<file path="config.mk">
export PLATFORM = sky130hd
export DESIGN_NAME = button_step_conditioner
export DESIGN_NICKNAME = d
export VERILOG_FILES = /design/src/rtl/button_step_conditioner.sv
export SDC_FILE = /design/constraint.sdc
export NUM_CORES = 1
export LEC_CHECK = 0
export CAP_MARGIN = 20
export CORE_ASPECT_RATIO = 0.9
export CORE_MARGIN = 10
export CORE_UTILIZATION = 29
export CTS_BUF_LIST = sky130_fd_sc_hd__clkbuf_16
export CTS_CLUSTER_DIAMETER = 40
export CTS_CLUSTER_SIZE = 14
export DETAILED_ROUTE_END_ITERATION = 10
export PLACE_DENSITY = 0.58
export SETUP_SLACK_MARGIN = 0.1
export SLEW_MARGIN = 40
export SYNTH_ARGS = -nofsm -noshare
export SYNTH_HDL_FRONTEND = slang
export SYNTH_SLANG_ARGS = --single-unit
</file>
<file path="constraint.sdc">
create_clock -name clk -period 2.57 [get_ports clk]
set_clock_uncertainty 0.1 [all_clocks]
set_input_delay 0.514 -clock clk [delete_from_list [all_inputs] [get_ports clk]]
set_output_delay 0.514 -clock clk [all_outputs]
set_load 0.02 [all_outputs]
</file>
<file path="src/rtl/button_step_conditioner.sv">
// Turns a raw bouncing push-button into a debounced level and a one-clock step strobe.
// Define BUTTON_AUTO_REPEAT_EN to add hold-to-repeat strobes while the button stays pressed.
module button_step_conditioner #(
    parameter int DEBOUNCE_CYCLES = 10000,
    parameter int REPEAT_DELAY    = 5000000,
    parameter int REPEAT_PERIOD   = 2000000
) (
    input  logic       clk,
    input  logic       rst_n,
    input  logic       ena,
    input  logic       btn_in,
    output logic       step_pulse,
    output logic       btn_level,
    output logic [7:0] step_count
);

    localparam int CW = (DEBOUNCE_CYCLES > 1) ? $clog2(DEBOUNCE_CYCLES) : 1;
    localparam logic [CW-1:0] CNT_LAST = CW'(DEBOUNCE_CYCLES - 1);

    typedef enum logic [1:0] {
        IDLE         = 2'd0,
        PRESS_WAIT   = 2'd1,
        PRESSED      = 2'd2,
        RELEASE_WAIT = 2'd3
    } state_t;

    state_t        state_q, state_d;
    logic [1:0]    sync_q, sync_d;
    logic [CW-1:0] cnt_q, cnt_d;
    logic          step_pulse_q, step_pulse_d;
    logic [7:0]    step_count_q, step_count_d;
    logic          btn_sync;
    logic          accept;
    logic          rpt_fire;

    assign btn_sync = sync_q[1];

    // State register
    always_ff @(posedge clk) begin
        if (!rst_n) begin
            sync_q       <= '0;
            state_q      <= IDLE;
            cnt_q        <= '0;
            step_pulse_q <= 1'b0;
            step_count_q <= '0;
        end else begin
            sync_q       <= sync_d;
            state_q      <= state_d;
            cnt_q        <= cnt_d;
            step_pulse_q <= step_pulse_d;
            step_count_q <= step_count_d;
        end
    end

    // Next-state logic; the debounce counter restarts from zero on every state change
    always_comb begin
        sync_d  = {sync_q[0], btn_in};
        state_d = state_q;
        cnt_d   = cnt_q;
        accept  = 1'b0;
        if (!ena) begin
            state_d = IDLE;
            cnt_d   = '0;
        end else begin
            case (state_q)
                IDLE: begin
                    if (btn_sync) begin
                        state_d = PRESS_WAIT;
                        cnt_d   = '0;
                    end
                end
                PRESS_WAIT: begin
                    if (!btn_sync) begin
                        state_d = IDLE;
                        cnt_d   = '0;
                    end else if (cnt_q == CNT_LAST) begin
                        state_d = PRESSED;
                        cnt_d   = '0;
                        accept  = 1'b1;
                    end else begin
                        cnt_d = cnt_q + 1'b1;
                    end
                end
                PRESSED: begin
                    if (!btn_sync) begin
                        state_d = RELEASE_WAIT;
                        cnt_d   = '0;
                    end
                end
                RELEASE_WAIT: begin
                    if (btn_sync) begin
                        state_d = PRESSED;
                        cnt_d   = '0;
                    end else if (cnt_q == CNT_LAST) begin
                        state_d = IDLE;
                        cnt_d   = '0;
                    end else begin
                        cnt_d = cnt_q + 1'b1;
                    end
                end
                default: begin
                    state_d = IDLE;
                    cnt_d   = '0;
                end
            endcase
        end
    end

`ifdef BUTTON_AUTO_REPEAT_EN
    // Repeat counter restarts on every entry into PRESSED; the first interval is REPEAT_DELAY,
    // later ones REPEAT_PERIOD. Both are expected to be at least 2.
    localparam int RPT_MAX = (REPEAT_DELAY > REPEAT_PERIOD) ? REPEAT_DELAY : REPEAT_PERIOD;
    localparam int RW = (RPT_MAX > 1) ? $clog2(RPT_MAX) : 1;
    localparam logic [RW-1:0] RPT_FIRST = RW'(REPEAT_DELAY - 1);
    localparam logic [RW-1:0] RPT_NEXT  = RW'(REPEAT_PERIOD - 1);

    logic [RW-1:0] rpt_q, rpt_d;
    logic          rpt_armed_q, rpt_armed_d;

    always_ff @(posedge clk) begin
        if (!rst_n) begin
            rpt_q       <= '0;
            rpt_armed_q <= 1'b0;
        end else begin
            rpt_q       <= rpt_d;
            rpt_armed_q <= rpt_armed_d;
        end
    end

    always_comb begin
        rpt_d       = '0;
        rpt_armed_d = 1'b0;
        rpt_fire    = 1'b0;
        if (state_q == PRESSED && state_d == PRESSED) begin
            if (rpt_q == (rpt_armed_q ? RPT_NEXT : RPT_FIRST)) begin
                rpt_fire    = 1'b1;
                rpt_armed_d = 1'b1;
            end else begin
                rpt_d       = rpt_q + 1'b1;
                rpt_armed_d = rpt_armed_q;
            end
        end
    end
`else
    logic unused_rpt_cfg;
    assign unused_rpt_cfg = ^{REPEAT_DELAY, REPEAT_PERIOD};
    assign rpt_fire       = 1'b0;
`endif

    // Output logic
    always_comb begin
        step_pulse_d = ena & (accept | rpt_fire);
        step_count_d = step_count_q + {7'd0, step_pulse_d};
        step_pulse   = step_pulse_q;
        step_count   = step_count_q;
        btn_level    = (state_q == PRESSED) || (state_q == RELEASE_WAIT);
    end

endmodule

</file>
==> results of run 1 <==
cell families (layout without fill, tap and decap cells):
logic type	after synthesis	in the layout	synth area share
fa+ha+maj	3	3	0.02778
mux	1	1	0.007408
buf+inv	14	37	0.05370
flops	27	27	0.4000
simple gates	75	75	0.3417
xor+xnor	7	7	0.05093
compound gates	25	25	0.1185
how the worst max path moves through the flow:
stage                         start             to  slack [ps]  cells past startpoint
after floorplan            cnt_q[0]  step_count[5]         110                     11
after global placement    cnt_q[13]  step_count[4]         230                      9
after detailed placement  cnt_q[13]  step_count[7]         170                      9
after CTS                 cnt_q[13]  step_count[5]         170                      9
after global routing       cnt_q[1]  step_count[4]         100                     10
final                      cnt_q[0]  step_count[4]         230                     10
critical path: cells and delay by family, from the launching register on:
| kind | cells | cell delay (ps) |
|---|---|---|
| adders and majority gates | 3 | 570 |
| and+or+nand+nor | 6 | 1110 |
| xor gates and xnor gates | 1 | 130 |
| DFF | 1 | 340 |
layout make-up:
class                   count  area [µm²]
fillers                   476        2751
well taps                  62       77.57
clock inverters             1       8.758
clock buffers               3       75.07
repair buffers             27       235.2
inverters                   6       22.52
multi-input cells         111       777.0
flip-flops and latches     27       541.8
per-layer routing:
metal	part of all wire	wire, µm	up-vias
li1	-	-	605
met1	0.49	1478	538
met2	0.42	1291	40
met3	0.075	227	4
met4	0.013	41	0
met5	0	0	-
cell usage after synthesis (2+ instances only):
master	instances	area [µm²]
a21oi_1	4	20.02
a31oi_1	14	87.58
and2_1	12	75.07
and3_1	8	50.05
and4_1	2	17.52
buf_2	4	20.02
clkbuf_1	2	7.510
dfxtp_1	27	540.5
ha_1	3	37.54
inv_1	6	22.52
nand2_1	9	33.78
nand2b_1	2	12.51
nand3_1	16	80.08
nand3b_1	2	15.01
nand4_1	8	50.05
nor2_1	3	11.26
nor3_1	4	20.02
o21ai_0	2	10.01
o22ai_1	3	18.77
xnor2_1	4	35.03
xor2_1	2	17.52
power groups by stage:
stage	registers (mW)	clock network, mW	logic (mW)
floorplan	0.431	0	0.0122
global placement	0.431	0	0.0241
detailed placement	0.431	0	0.0241
CTS	0.421	0.382	0.0241
global route	0.421	0.392	0.0267
finish	0.421	0.372	0.0241
sequential cells by signal (all words and copies together), names as in the netlist, named ones only:
signal      flops
sync_q          2
step_pulse      1
step_count      8
cnt_q          14
state_q         1
==> results.cfg, run 1 <==
[sta]
slew_viol_final = 0
relSlewSlack = 0.8072
post-route-period-util = 0.9123
setup_ws_ps = 225.4
timing.fmax_mhz = 426.5
fin_tns_setup_ps = 0
hold_viol_final = 0
worst_pin_slew_ps = 288.0
setup_viol = 0
rsz0062_at_grt = no
worst_hold_slack_ps = 335.8
period_minus_slack_ps = 2345

[power_and_ir_drop]
leakagePower_nw = 0.6203
combPwrFrac = 0.030
ir_drop_mv = 0.2278
p_int_uw = 645.7
swShare = 0.2094
p_switching_uw = 171.0
cellPowerDensity_nw_per_um2 = 469.9
p_total_uw = 816.7
seq_power_share = 0.515
power_frac_clock = 0.455

[worst_setup_path]
endpoint_kind = register
r2r-end = step_count[4]
cp.required_ps = 2630
critPathLaunchType = register
path_class = register to register
critPathSlowestCell = or4_4
crit_path_frequent_cell = ha_2
worstPathCellList = ha_2 -> and3_4 -> nand4_2 -> or4_4 -> nor2_2 -> ha_2 -> ha_2 -> nand3_1 -> xnor2_1 -> and2_1
worstReg2RegStart = cnt_q[0]
rr_worst_depth = 10
slowest_delay_ps = 450
reg2reg_slack_ps = 230
cp_max_fo = 3
crit_arrival_ps = 2410

[grt]
gr-usage-met1 = 0.1082
grtUsageMet2 = 0.1218
antenna_found_initial = 0
grt_pass1_vias = 1133
gr-max-usage-layer = met2
grt_use_met3 = 0.02224
grt_pass1_wl_um = 5354
grt_max_degree = 25
grt_util_all_layers = 0.08181
overflow = 0

[clock_tree]
holdBufCountCts = 0
cts_resized = 0
cts_sinks = 27
root_buffer = clkbuf_16
clk_pin_slew_worst_paths_ps = 70
post_cts_buffers = 0
cts_buffer_depth = 2
tritoncts.num_buffers = 3
cts_tree = yes
clkLatencyLatePin_ps = 260
htreeDepth = 1

[finish]
nets = 183
mostFrequentLayoutCell = dfxtp_1
stdcell_count = 237
fin_util = 0.3871
drive_gt1_frac = 0.1886
final_area_um2 = 1738
diodes = 0
mostFrequentLayoutCells = dfxtp_1 (26), nand3_1 (16), a31oi_1 (14), buf_4 (14), clkdlybuf4s50_1 (13)
area_growth_pct = 28.61

[drt]
ant_nets = 0
avgViaCountPerCell = 5.008
dr_total_vias = 1187
finalWirelength_um = 3039
drtIter0Drc = 93
dr.pass1.iters = 5
wl_per_cell_um = 12.82
drc = 0

[floorplan]
rows = 23
fp.dieW_um = 91.96
start_util = 0.3010
ios = 14
die_area_um2 = 7794
die_h_um = 84.76
fp.coreArea_um2 = 4489

[outcome]
status = finished clean

[logic_synthesis]
synth_seq_area_share = 0.4000
syn_nets = 159
synth_area_um2 = 1351
ys_types = 36
yosysWarningCount = 0
syn_inst = 152
synth-seq-cells = 27
ys.flop_type = dfxtp_1
synth_edf_count = 0
avgSynthCellArea_um2 = 8.890
async_flop_share = 0

[worst_hold_path]
worstHoldPathType = register to register
min_delay_path_depth = 1
hold_start = sync_q[0]
holdPathEnd = sync_q[1]

[place]
pre_cts_slack_ps = 167.3
hpwl_um = 2236
dp.cells = 233
dpl-instance-area_um2 = 1614
gp_congestion = 0.8535
io_buffer_count = 13

[run]
cap_violations = 0
Power figures use the tool's default switching activity.
==> run 2: changes to the inputs <==
--- a/config.mk
+++ b/config.mk
@@ -7,7 +7,6 @@
 export LEC_CHECK = 0
 export CAP_MARGIN = 20
 export CORE_ASPECT_RATIO = 0.9
-export CORE_MARGIN = 10
 export CORE_UTILIZATION = 29
 export CTS_BUF_LIST = sky130_fd_sc_hd__clkbuf_16
 export CTS_CLUSTER_DIAMETER = 40
==> results.cfg, run 2 (synthesis results as in run 1) <==
[clock_tree]
cts_tree = yes
cts_buffer_depth = 2
tritoncts.num_buffers = 3
htreeDepth = 1
cts_resized = 0
holdBufCountCts = 0
clk_pin_slew_worst_paths_ps = 70
clkLatencyLatePin_ps = 260
root_buffer = clkbuf_16
cts_sinks = 27
post_cts_buffers = 0

[floorplan]
fp.coreArea_um2 = 4461
start_util = 0.3029
die_area_um2 = 4937
die_h_um = 66.76
ios = 14
rows = 23
fp.dieW_um = 73.96

[power_and_ir_drop]
swShare = 0.2041
seq_power_share = 0.522
cellPowerDensity_nw_per_um2 = 469.3
ir_drop_mv = 0.1924
power_frac_clock = 0.447
leakagePower_nw = 0.6276
combPwrFrac = 0.031
p_switching_uw = 164.6
p_int_uw = 641.7

[drt]
dr.pass1.iters = 4
ant_nets = 0
dr_total_vias = 1195
avgViaCountPerCell = 5.021
drtIter0Drc = 55
drc = 0
wl_per_cell_um = 12.29
finalWirelength_um = 2926

[worst_hold_path]
worstHoldPathType = register to register
hold_start = sync_q[0]
min_delay_path_depth = 1
holdPathEnd = sync_q[1]

[finish]
final_area_um2 = 1718
area_growth_pct = 27.13
drive_gt1_frac = 0.1648
final-seq-area_um2 = 540.5
mostFrequentLayoutCells = dfxtp_1 (27), nand3_1 (16), buf_4 (15), a31oi_1 (14), clkdlybuf4s50_1 (13)
multi_input_area_um2 = 754.5
diodes = 0
largest_register_ffs = 14
nFillCells = 448
mostFrequentLayoutCell = dfxtp_1
top_register = cnt_q
nets = 184
stdcell_count = 238

[worst_setup_path]
path_class = register to register
critPathLaunchType = register
crit_start = cnt_q[0]
crit_arrival_ps = 2400
rr_worst_depth = 10
r2r-end = step_count[4]
cp_max_fo = 3
cp.required_ps = 2630
endpoint_kind = register
reg2reg_slack_ps = 230
worstReg2RegStart = cnt_q[0]

[sta]
post-route-period-util = 0.9097
setup_viol = 0
hold_viol_final = 0
rsz0062_at_grt = no
worst_pin_slew_ps = 458.1
slew_viol_final = 0
period_minus_slack_ps = 2338
fin_tns_setup_ps = 0
relSlewSlack = 0.6933
timing.fmax_mhz = 427.7

[grt]
antenna_found_initial = 0
overflow = 0
grt_pass1_wl_um = 4947
grt_util_all_layers = 0.1318
grt_pass1_vias = 1031
grt_max_degree = 25

[place]
dp.cells = 234
gp_congestion = 0.8546
io_buffer_count = 13
dpl-instance-area_um2 = 1622
hpwl_um = 2107

[run]
cap_violations = 0

[outcome]
status = finished clean
-- run 2: final cells by class --
class / instances / share of cell area
Clock buffer: 3 / 0.04370
Clock inverter: 1 / 0.002913
Inverter: 6 / 0.01311
Multi-Input combinational cell: 111 / 0.4392
Sequential cell: 27 / 0.3146
Tap cell: 62 / 0.04516
Timing Repair Buffer: 28 / 0.1413
-- run 2: through the flow --
stage                     worst slack [ps]  hold slack (ps)  utilization  power (mW)
after floorplan                      111.4            311.9            -      0.4429
after global placement               237.8            315.8       0.3635      0.4555
after detailed placement             175.2            322.1       0.3635      0.4558
after CTS                            166.7            338.1       0.3815      0.8112
after global routing                 95.23            352.6       0.3851      0.8311
final                                232.1            333.0       0.3851      0.8063
-- run 2: worst max-delay path by stage --
stage               depth (start not counted)  slack (ps)             to
finish                                     10         230  step_count[4]
detailed placement                          9         180  step_count[5]
global placement                            9         240  step_count[5]
global route                               10         100  step_count[6]
floorplan                                  11         110  step_count[5]
CTS                                         9         170  step_count[5]
-- run 2: power by group through the flow --
stage	logic, mW	registers (mW)	clock network (mW)
floorplan	0.0122	0.431	0
global placement	0.0247	0.431	0
detailed placement	0.0249	0.431	0
CTS	0.0251	0.421	0.365
global route	0.0281	0.421	0.382
finish	0.0247	0.421	0.360
-- run 2: layer usage --
layer / routed length [µm] / GRT usage
met1: 1475 / 0.1864
met2: 1254 / 0.1932
met3: 138 / 0.02269
met4: 57 / 0.05769
met5: 0 / 0
-- run 2: critical path, cell delays in order (launching register included) --
cell	delay, ps
dfxtp_1	340
ha_2	190
and3_1	190
nand4_2	120
or4_1	440
nor2_1	110
ha_1	180
ha_2	200
nand3_1	100
xnor2_1	130
and2_1	150
